**config.mk**
```make
export PLATFORM = sky130hd
export DESIGN_NAME = data_sram_ctrl_flat
export DESIGN_NICKNAME = d
export VERILOG_FILES = /design/src/rtl/data_sram_ctrl_pkg.sv /design/src/rtl/data_sram_ctrl_if.sv /design/src/rtl/data_sram_ctrl_load_align.sv /design/src/rtl/data_sram_ctrl.sv /design/src/flat_wrapper.sv
export SDC_FILE = /design/constraint.sdc
export NUM_CORES = 1
export LEC_CHECK = 0
export ABC_AREA = 1
export BUFFER_PORTS_ARGS = -buffer_cell sky130_fd_sc_hd__buf_4
export CAP_MARGIN = 0
export CORE_MARGIN = 10
export CORE_UTILIZATION = 25
export CTS_CLUSTER_SIZE = 20
export DETAILED_ROUTE_END_ITERATION = 6
export GPL_ROUTABILITY_DRIVEN = 1
export PLACE_DENSITY = 0.53
export SLEW_MARGIN = 20
export SYNTH_ARGS = -nofsm -noshare
export SYNTH_HDL_FRONTEND = slang
export SYNTH_SLANG_ARGS = --single-unit
```
**constraint.sdc**
```tcl
create_clock -name clk -period 1.85 [get_ports clk]
set_input_delay 0.2775 -clock clk [delete_from_list [all_inputs] [get_ports clk]]
set_output_delay 0.2775 -clock clk [all_outputs]
set_load 0.1 [all_outputs]
```
**src/rtl/data_sram_ctrl_pkg.sv**
```systemverilog
// rtl/data_sram_ctrl_pkg.sv - access-type, size and FSM encodings shared by the data sram controller
// Also used by the cache path through data_sram_ctrl_load_align.
package data_sram_ctrl_pkg;

  localparam logic [2:0] MEM_LB  = 3'd0;
  localparam logic [2:0] MEM_LBU = 3'd1;
  localparam logic [2:0] MEM_LH  = 3'd2;
  localparam logic [2:0] MEM_LHU = 3'd3;
  localparam logic [2:0] MEM_LW  = 3'd4;

  localparam logic [1:0] SIZE_BYTE = 2'd0;
  localparam logic [1:0] SIZE_HALF = 2'd1;
  localparam logic [1:0] SIZE_WORD = 2'd2;

  typedef enum logic [1:0] {
    ST_IDLE,
    ST_REQ,
    ST_WAIT,
    ST_DONE
  } state_t;

  function automatic logic [1:0] size_of(input logic [2:0] mem_type);
    case (mem_type)
      MEM_LB, MEM_LBU: return SIZE_BYTE;
      MEM_LH, MEM_LHU: return SIZE_HALF;
      default:         return SIZE_WORD;
    endcase
  endfunction

  // Stores replicate the datum across every lane so the slave can use size/addr alone.
  function automatic logic [31:0] store_lanes(input logic [1:0] size, input logic [31:0] wdata);
    case (size)
      SIZE_BYTE: return {4{wdata[7:0]}};
      SIZE_HALF: return {2{wdata[15:0]}};
      default:   return wdata;
    endcase
  endfunction

endpackage

```
**src/rtl/data_sram_ctrl_if.sv**
```systemverilog
// rtl/data_sram_ctrl_if.sv - sram-like data bus (req/wr/size/addr/wdata, addr_ok/data_ok)
interface data_sram_ctrl_if #(
  parameter int ADDR_W = 32,
  parameter int DATA_W = 32
);
  logic              data_req;
  logic              data_wr;
  logic [1:0]        data_size;
  logic [ADDR_W-1:0] data_addr;
  logic [DATA_W-1:0] data_wdata;
  logic [DATA_W-1:0] data_rdata;
  logic              data_addr_ok;
  logic              data_data_ok;

  modport master (
    output data_req, data_wr, data_size, data_addr, data_wdata,
    input  data_rdata, data_addr_ok, data_data_ok
  );

  modport slave (
    input  data_req, data_wr, data_size, data_addr, data_wdata,
    output data_rdata, data_addr_ok, data_data_ok
  );
endinterface

```
**src/rtl/data_sram_ctrl_load_align.sv**
```systemverilog
// rtl/data_sram_ctrl_load_align.sv - picks the addressed byte/half out of a read word and extends it
module data_sram_ctrl_load_align
  import data_sram_ctrl_pkg::*;
(
  input  logic [31:0] rdata,
  input  logic [1:0]  addr,
  input  logic [2:0]  mem_type,
  output logic [31:0] result
);
  logic [31:0] byte_sh;
  logic [31:0] half_sh;
  logic [7:0]  byte_v;
  logic [15:0] half_v;

  assign byte_sh = rdata >> {addr, 3'b000};
  // Halves are selected by addr[1] only; addr[0] is ignored for halfword lanes.
  assign half_sh = rdata >> {addr[1], 4'b0000};
  assign byte_v  = byte_sh[7:0];
  assign half_v  = half_sh[15:0];

  always_comb begin
    result = rdata;
    case (mem_type)
      MEM_LB:  result = {{24{byte_v[7]}}, byte_v};
      MEM_LBU: result = {24'd0, byte_v};
      MEM_LH:  result = {{16{half_v[15]}}, half_v};
      MEM_LHU: result = {16'd0, half_v};
      default: result = rdata;
    endcase
  end
endmodule

```
**src/rtl/data_sram_ctrl.sv**
```systemverilog
// rtl/data_sram_ctrl.sv - MEM-stage load/store to sram-like data bus bridge with pipeline stall
// Optional misaligned-access trap enabled by defining DATA_ALIGN_CHECK_EN.
module data_sram_ctrl
  import data_sram_ctrl_pkg::*;
#(
  parameter int ADDR_W = 32,
  parameter int DATA_W = 32
) (
  input  logic              clk,
  input  logic              rstn,
  input  logic              mem_read,
  input  logic              mem_write,
  input  logic [2:0]        mem_type,
  input  logic [ADDR_W-1:0] mem_addr,
  input  logic [DATA_W-1:0] mem_wdata,
  input  logic              stall_in,
  output logic              mem_stall,
  output logic [DATA_W-1:0] load_data,
  output logic              addr_error,
  data_sram_ctrl_if.master  bus
);
  state_t            state;
  logic              req_r;
  logic              wr_r;
  logic [1:0]        size_r;
  logic [ADDR_W-1:0] addr_r;
  logic [DATA_W-1:0] wdata_r;
  logic [2:0]        type_r;
  logic [DATA_W-1:0] load_r;
  logic [DATA_W-1:0] aligned;
  logic              misaligned;
  logic              access;

`ifdef DATA_ALIGN_CHECK_EN
  assign misaligned = ((size_of(mem_type) == SIZE_HALF) & mem_addr[0])
                    | ((size_of(mem_type) == SIZE_WORD) & (|mem_addr[1:0]));
  assign addr_error = (mem_read | mem_write) & misaligned;
  assign load_data  = addr_error ? '0 : load_r;
`else
  assign misaligned = 1'b0;
  assign addr_error = 1'b0;
  assign load_data  = load_r;
`endif

  assign access    = (mem_read | mem_write) & ~misaligned;
  assign mem_stall = (state != ST_DONE) & (access | (state != ST_IDLE));

  assign bus.data_req   = req_r;
  assign bus.data_wr    = wr_r;
  assign bus.data_size  = size_r;
  assign bus.data_addr  = addr_r;
  assign bus.data_wdata = wdata_r;

  data_sram_ctrl_load_align u_load_align (
    .rdata    (bus.data_rdata),
    .addr     (addr_r[1:0]),
    .mem_type (type_r),
    .result   (aligned)
  );

  always_ff @(posedge clk or negedge rstn) begin
    if (!rstn) begin
      state   <= ST_IDLE;
      req_r   <= 1'b0;
      wr_r    <= 1'b0;
      size_r  <= SIZE_BYTE;
      addr_r  <= '0;
      wdata_r <= '0;
      type_r  <= MEM_LB;
      load_r  <= '0;
    end else begin
      case (state)
        ST_IDLE: begin
          if (access) begin
            state   <= ST_REQ;
            req_r   <= 1'b1;
            wr_r    <= mem_write;
            size_r  <= size_of(mem_type);
            addr_r  <= mem_addr;
            wdata_r <= store_lanes(size_of(mem_type), mem_wdata);
            type_r  <= mem_type;
          end
        end
        ST_REQ: begin
          if (bus.data_addr_ok) begin
            req_r <= 1'b0;
            if (bus.data_data_ok) begin
              state  <= ST_DONE;
              load_r <= wr_r ? '0 : aligned;
            end else begin
              state <= ST_WAIT;
            end
          end
        end
        ST_WAIT: begin
          if (bus.data_data_ok) begin
            state  <= ST_DONE;
            load_r <= wr_r ? '0 : aligned;
          end
        end
        ST_DONE: begin
          // The pipeline advances on the same edge that leaves DONE.
          if (!stall_in) state <= ST_IDLE;
        end
        default: state <= ST_IDLE;
      endcase
    end
  end
endmodule

```
**src/flat_wrapper.sv**
```systemverilog
// flat-port wrapper written by rule: the top's interface ports become plain ports
module data_sram_ctrl_flat import data_sram_ctrl_pkg::*;
#(
  parameter int ADDR_W = 32,
  parameter int DATA_W = 32
)
  (clk, rstn, mem_read, mem_write, mem_type, mem_addr, mem_wdata, stall_in, mem_stall, load_data, addr_error, bus_data_req, bus_data_wr, bus_data_size, bus_data_addr, bus_data_wdata, bus_data_rdata, bus_data_addr_ok, bus_data_data_ok);
  data_sram_ctrl_if #(.ADDR_W(ADDR_W), .DATA_W(DATA_W)) bus_i ();
  input  logic clk;
  input  logic rstn;
  input  logic mem_read;
  input  logic mem_write;
  input  logic [2:0] mem_type;
  input  logic [ADDR_W-1:0] mem_addr;
  input  logic [DATA_W-1:0] mem_wdata;
  input  logic stall_in;
  output logic mem_stall;
  output logic [DATA_W-1:0] load_data;
  output logic addr_error;
  output wire logic [$bits(bus_i.data_req)-1:0] bus_data_req;
  output wire logic [$bits(bus_i.data_wr)-1:0] bus_data_wr;
  output wire logic [$bits(bus_i.data_size)-1:0] bus_data_size;
  output wire logic [$bits(bus_i.data_addr)-1:0] bus_data_addr;
  output wire logic [$bits(bus_i.data_wdata)-1:0] bus_data_wdata;
  input wire logic [$bits(bus_i.data_rdata)-1:0] bus_data_rdata;
  input wire logic [$bits(bus_i.data_addr_ok)-1:0] bus_data_addr_ok;
  input wire logic [$bits(bus_i.data_data_ok)-1:0] bus_data_data_ok;
  assign bus_data_req = bus_i.data_req;
  assign bus_data_wr = bus_i.data_wr;
  assign bus_data_size = bus_i.data_size;
  assign bus_data_addr = bus_i.data_addr;
  assign bus_data_wdata = bus_i.data_wdata;
  assign bus_i.data_rdata = bus_data_rdata;
  assign bus_i.data_addr_ok = bus_data_addr_ok;
  assign bus_i.data_data_ok = bus_data_data_ok;
  data_sram_ctrl #(.ADDR_W(ADDR_W), .DATA_W(DATA_W)) u_core (.clk(clk), .rstn(rstn), .mem_read(mem_read), .mem_write(mem_write), .mem_type(mem_type), .mem_addr(mem_addr), .mem_wdata(mem_wdata), .stall_in(stall_in), .mem_stall(mem_stall), .load_data(load_data), .addr_error(addr_error), .bus(bus_i));
endmodule
```
# --- Word level (Yosys, flattened, before mapping) ---
# Cells that the tools add are included.
word_totals:
  inputBits: 106
  regBits: 105
op_classes:
  bitwise: 3
  n_reduce_logical: 13
  n_mux: 18
  n_eq_ne: 15
  shifts: 2
op_table:
  columns: ["cell", "count"]
  rows:
  - ["one-hot mux 32 bit (2 select lines)", 2]
  - ["one-hot mux 32 bit (4 select lines)", 1]
  - ["2-to-1 mux 32 bit", 3]
  - ["right shift 32 x 5 -> 16 bit", 1]
  - ["right shift 32 x 5 -> 8 bit", 1]
  - ["equality test 3 x 2 -> 1 bit, second input constant", 4]
  - ["2-to-1 mux 2 bit", 6]
  - ["!= test 2 bit, second input constant", 4]
  - ["one-hot mux 2 bit (4 select lines)", 1]
  - ["equality test 3 x 1 -> 1 bit, second input constant", 2]
  - ["zero test 3 bit", 2]
  - ["nonzero test 2 bit", 3]
  - ["equality test 2 x 1 -> 1 bit, second input constant", 2]
  - ["equality test 2 bit, second input constant", 2]
  - ["zero test 2 bit", 2]
  - ["one-hot mux 2 bit (2 select lines)", 1]
  - ["AND reduction 2 bit", 2]
  - ["AND reduction 4 bit", 1]
  - ["OR reduction 2 bit", 2]
  - ["2-to-1 mux 1 bit", 3]
  - ["AND reduction 3 bit", 1]
  - ["!= test 2 x 1 -> 1 bit, second input constant", 1]
  - ["bitwise OR 1 bit", 2]
  - ["one-hot mux 1 bit (2 select lines)", 1]
  - ["bitwise AND 1 bit", 1]

# --- Logic depth before layout (Yosys ltp) ---
logic_depth:
  depth_word: 7
  mapped_depth: 11
  depth_no_buf: 11

# --- Cells and area by module ---
# From an unflattened synthesis, not the netlist that was laid out.
hier_totals:
  hier_cells: 687
  hier_area_um2: 5343.9
by_module_without_submodules:
  columns: ["module", "cells_each", "n_inst", "seq_area_each_um2", "area_per_inst_um2"]
  rows:
  - ["data_sram_ctrl", 531, 1, 2627.5, 4495.6]
  - ["data_sram_ctrl_load_align", 156, 1, 0.0, 848.3]

# --- Worst setup path before layout ---
# OpenSTA, ideal clock, no wires.
synth_timing:
  path_kind: "reg-to-output"
  from: "register u_core.state[0]"
  to: "output mem_stall"
  slack_ps: -673
  arrival_time_ps: 2246
  n_path_buf: 0
  required_time_ps: 1572
  path_stages_with_launch: 4
  cell_sequence: "dfrtp_1 -> inv_1 -> ha_1 -> a31oi_1"
synth_via:
  elab_chain_cells: 3
synth_lines:
  columns: ["element", "line", "text"]
  rows:
  - ["start: declaration", "data_sram_ctrl.sv:22", "state_t state;"]
  - ["start signal: assignment", "data_sram_ctrl.sv:63", "state <= ST_IDLE;"]
  - ["start signal: assignment", "data_sram_ctrl.sv:75", "state <= ST_REQ;"]
  - ["start signal: assignment", "data_sram_ctrl.sv:88", "state <= ST_DONE;"]
  - ["nonzero test 2 bit", "data_sram_ctrl.sv:46", "assign mem_stall = (state != ST_DONE) & (access | (state != ST_IDLE));"]
  - ["bitwise OR 1 bit", "data_sram_ctrl.sv:46", null]
  - ["bitwise AND 1 bit *", "data_sram_ctrl.sv:46", null]
  - ["end: declaration", "flat_wrapper.sv:17", "output logic mem_stall;"]
# Mark *: on every way between the ends. The rest lies on a longest branch, timed or not.

# --- Final worst setup path ---
# Ends and elaborated chain as after synthesis.

==> out/qor.yml <==
syn_area_um2: 5030
wl_per_cell_um: 16.2
crit_fanout: 4
design_area_um2: 7390
synth-seq-cells: 105
ios: 208
num_rows: 51
placed_area_um2: 6980
outcome: "finished, final reports clean"
dp_hpwl_mm: 13.9
timing.rr.start: "u_core.state[0]"
slew_violations: 0
post_synth.cell_area_avg_um2: 7.70
grt_pass1_wl_mm: 29.0
cts_sinks: 105
placed_cells: 1112
slowest_stage: "dfrtp_1"
cts_tree: "built"
drc: 0
first_pass_iters: 4
fin_setup_tns_ps: 0
synthCells: 653
syn-num-nets: 764
crit_buf_inv: 3
ant_nets: 0
viasPerCell: 4.33
max-clock-path-buffers: 2
fin_worst_skew_ps: 13.4
post-route-period-util_pct: 96.3
die_x_um: 162
final_cell_mix: "nand2_1 (289), buf_4 (227), dfrtp_1 (104)"
cts_buffers: 9
max_freq_mhz: 561
ys_seq_area_share_pct: 52.3
cp-end-kind: "primary output"
gr-total-overflow: 0
rrSetupSlack_ps: 220
post_synth_num_cell_types: 28
min_to: "u_core.bus.data_addr[28]"
gp_congestion: 0.811
core-area_um2: 19600
cp-startpoint: "u_core.state[0]"
start_kind: "flip-flop"
root_buffer: "clkbuf_16"
start_util_pct: 25.7
critical_path_class: "flip-flop to primary output"
first_global_vias: 5172
detail_route.iter0.violations: 223
max_cap_violations: 0
fin_nets: 974
reg2reg_depth: 8
arrival_ps: 1500
h-tree-depth: 3
grt_usage_pct: 13.8
max_stage_delay_ps: 410
vias: 4912
finalHoldViolCount: 0
crit_chain: "inv_2, buf_4, ha_4, a31oi_4, buf_12"
io_buffers: 206
grt_setup_unrepaired: "false"
min_period_ps: 1780
hold_start: "mem_addr[28]"
ys_warn_count: 0
grt_max_degree: 47
crit_family: "flip-flops"
die_area_um2: 26200
area_growth_pct: 47.1
fin_cells: 1134
setup_viol: 0
min_path_type: "primary input to flip-flop"
clkTransAtPathRegs_ps: 90
required_ps: 1570
drive_gt1_share_pct: 32.8
grt_antenna_before_repair: 1
totalWireLength_mm: 18.3
holdPathStages: 3
clkLatencyLatePin_ps: 360
layout_commonest_cell: "nand2_1"
die_y_um: 162
r2r_end: "u_core.load_data[28]"
worst max path at each step:
stage	to	slack, ps	cells past startpoint
after global routing	mem_stall	9	5
after global placement	u_core.load_data[13]	-430	10
after CTS	mem_stall	2	5
after floorplan	mem_stall	-120	3
after detailed placement	u_core.load_data[14]	-450	10
final	mem_stall	70	5
metal layers:
layer / GRT usage [%] / up-vias / share of wire (%)
li1: - / 2467 / -
met1: 17.9 / 2234 / 43
met2: 20.2 / 196 / 43
met3: 6.27 / 15 / 12
met4: 4.18 / 0 / 1.3
met5: 0 / - / 0
cell families after synthesis:
logic type	count (synthesis)	synth area share, %
other	1	0.0746
adders and majority gates	5	1.24
and+or+nand+nor	390	31.8
AOI/OAI and AO/OA	86	9.04
buffers and inverters	66	5.58
DFF	105	52.3
registers in the layout, indices dropped and copies added (netlist names):
signal / cells
u_core.bus.data_wdata: 32
u_core.bus.data_size: 2
u_core.bus.data_wr: 1
u_core.bus.data_req: 1
u_core.load_data: 32
u_core.bus.data_addr: 32
u_core.type_r: 3
u_core.state: 2
what timing repair did:
| item | CTS | global route |
|---|---|---|
| cloned | 1 | 0 |
| hold buffers | 1 | 0 |
| pin swaps | 2 | 0 |
| resized for setup | 5 | 8 |
| endpoints found under the setup margin | 33 | 33 |
| hold endpoints to repair | 27 | 0 |
| setup buffers | 3 | 0 |
worst reg2reg max path, cell delays in order, from the launching register on:
cell and delay (ps):
dfrtp_1 420, ha_1 250, inv_2 60, nor2_1 40, inv_1 80, nand2_2 140
nor2_4 360, nand3_1 140, nand2_1 70
area by class of cell:
type	instances	area, µm²
antenna	1	2.50
clock buffer	10	239
clock inverter	6	75.1
fill	2122	12200
inverter	30	113
multi-input combinational	483	2170
sequential	105	2630
tap	265	332
timing repair buffer	234	1830
Yosys cell counts (all sizes together):
library cell | number | area share (%)
a31oi | 1 | 0.12
nand2 | 294 | 22
o211ai | 4 | 0.60
a21oi | 34 | 3.6
nor3 | 1 | 0.20
conb | 1 | 0.075
nand3 | 42 | 4.5
nand4 | 1 | 0.12
nor2 | 36 | 2.7
inv | 29 | 2.2
clkbuf | 20 | 1.5
ha | 5 | 1.2
clkinv | 1 | 0.075
or2 | 16 | 2.0
o21ai | 46 | 4.6
dfrtp | 105 | 52
buf | 16 | 1.8
o22ai | 1 | 0.12
through the flow:
stage	utilization (%)	worst slack [ps]	hold slack, ps
5_1_grt	37.7	9.12	111
6_report	37.7	67.9	109
3_3_place_gp	35.6	-434	263
3_5_place_dp	35.6	-447	255
2_1_floorplan	-	-122	-18.1
4_1_cts	37.6	1.60	94.6
Power is left out: the tool's default activity adds up to more than one toggle a clock period on the data nets, which glitch-free logic cannot reach.
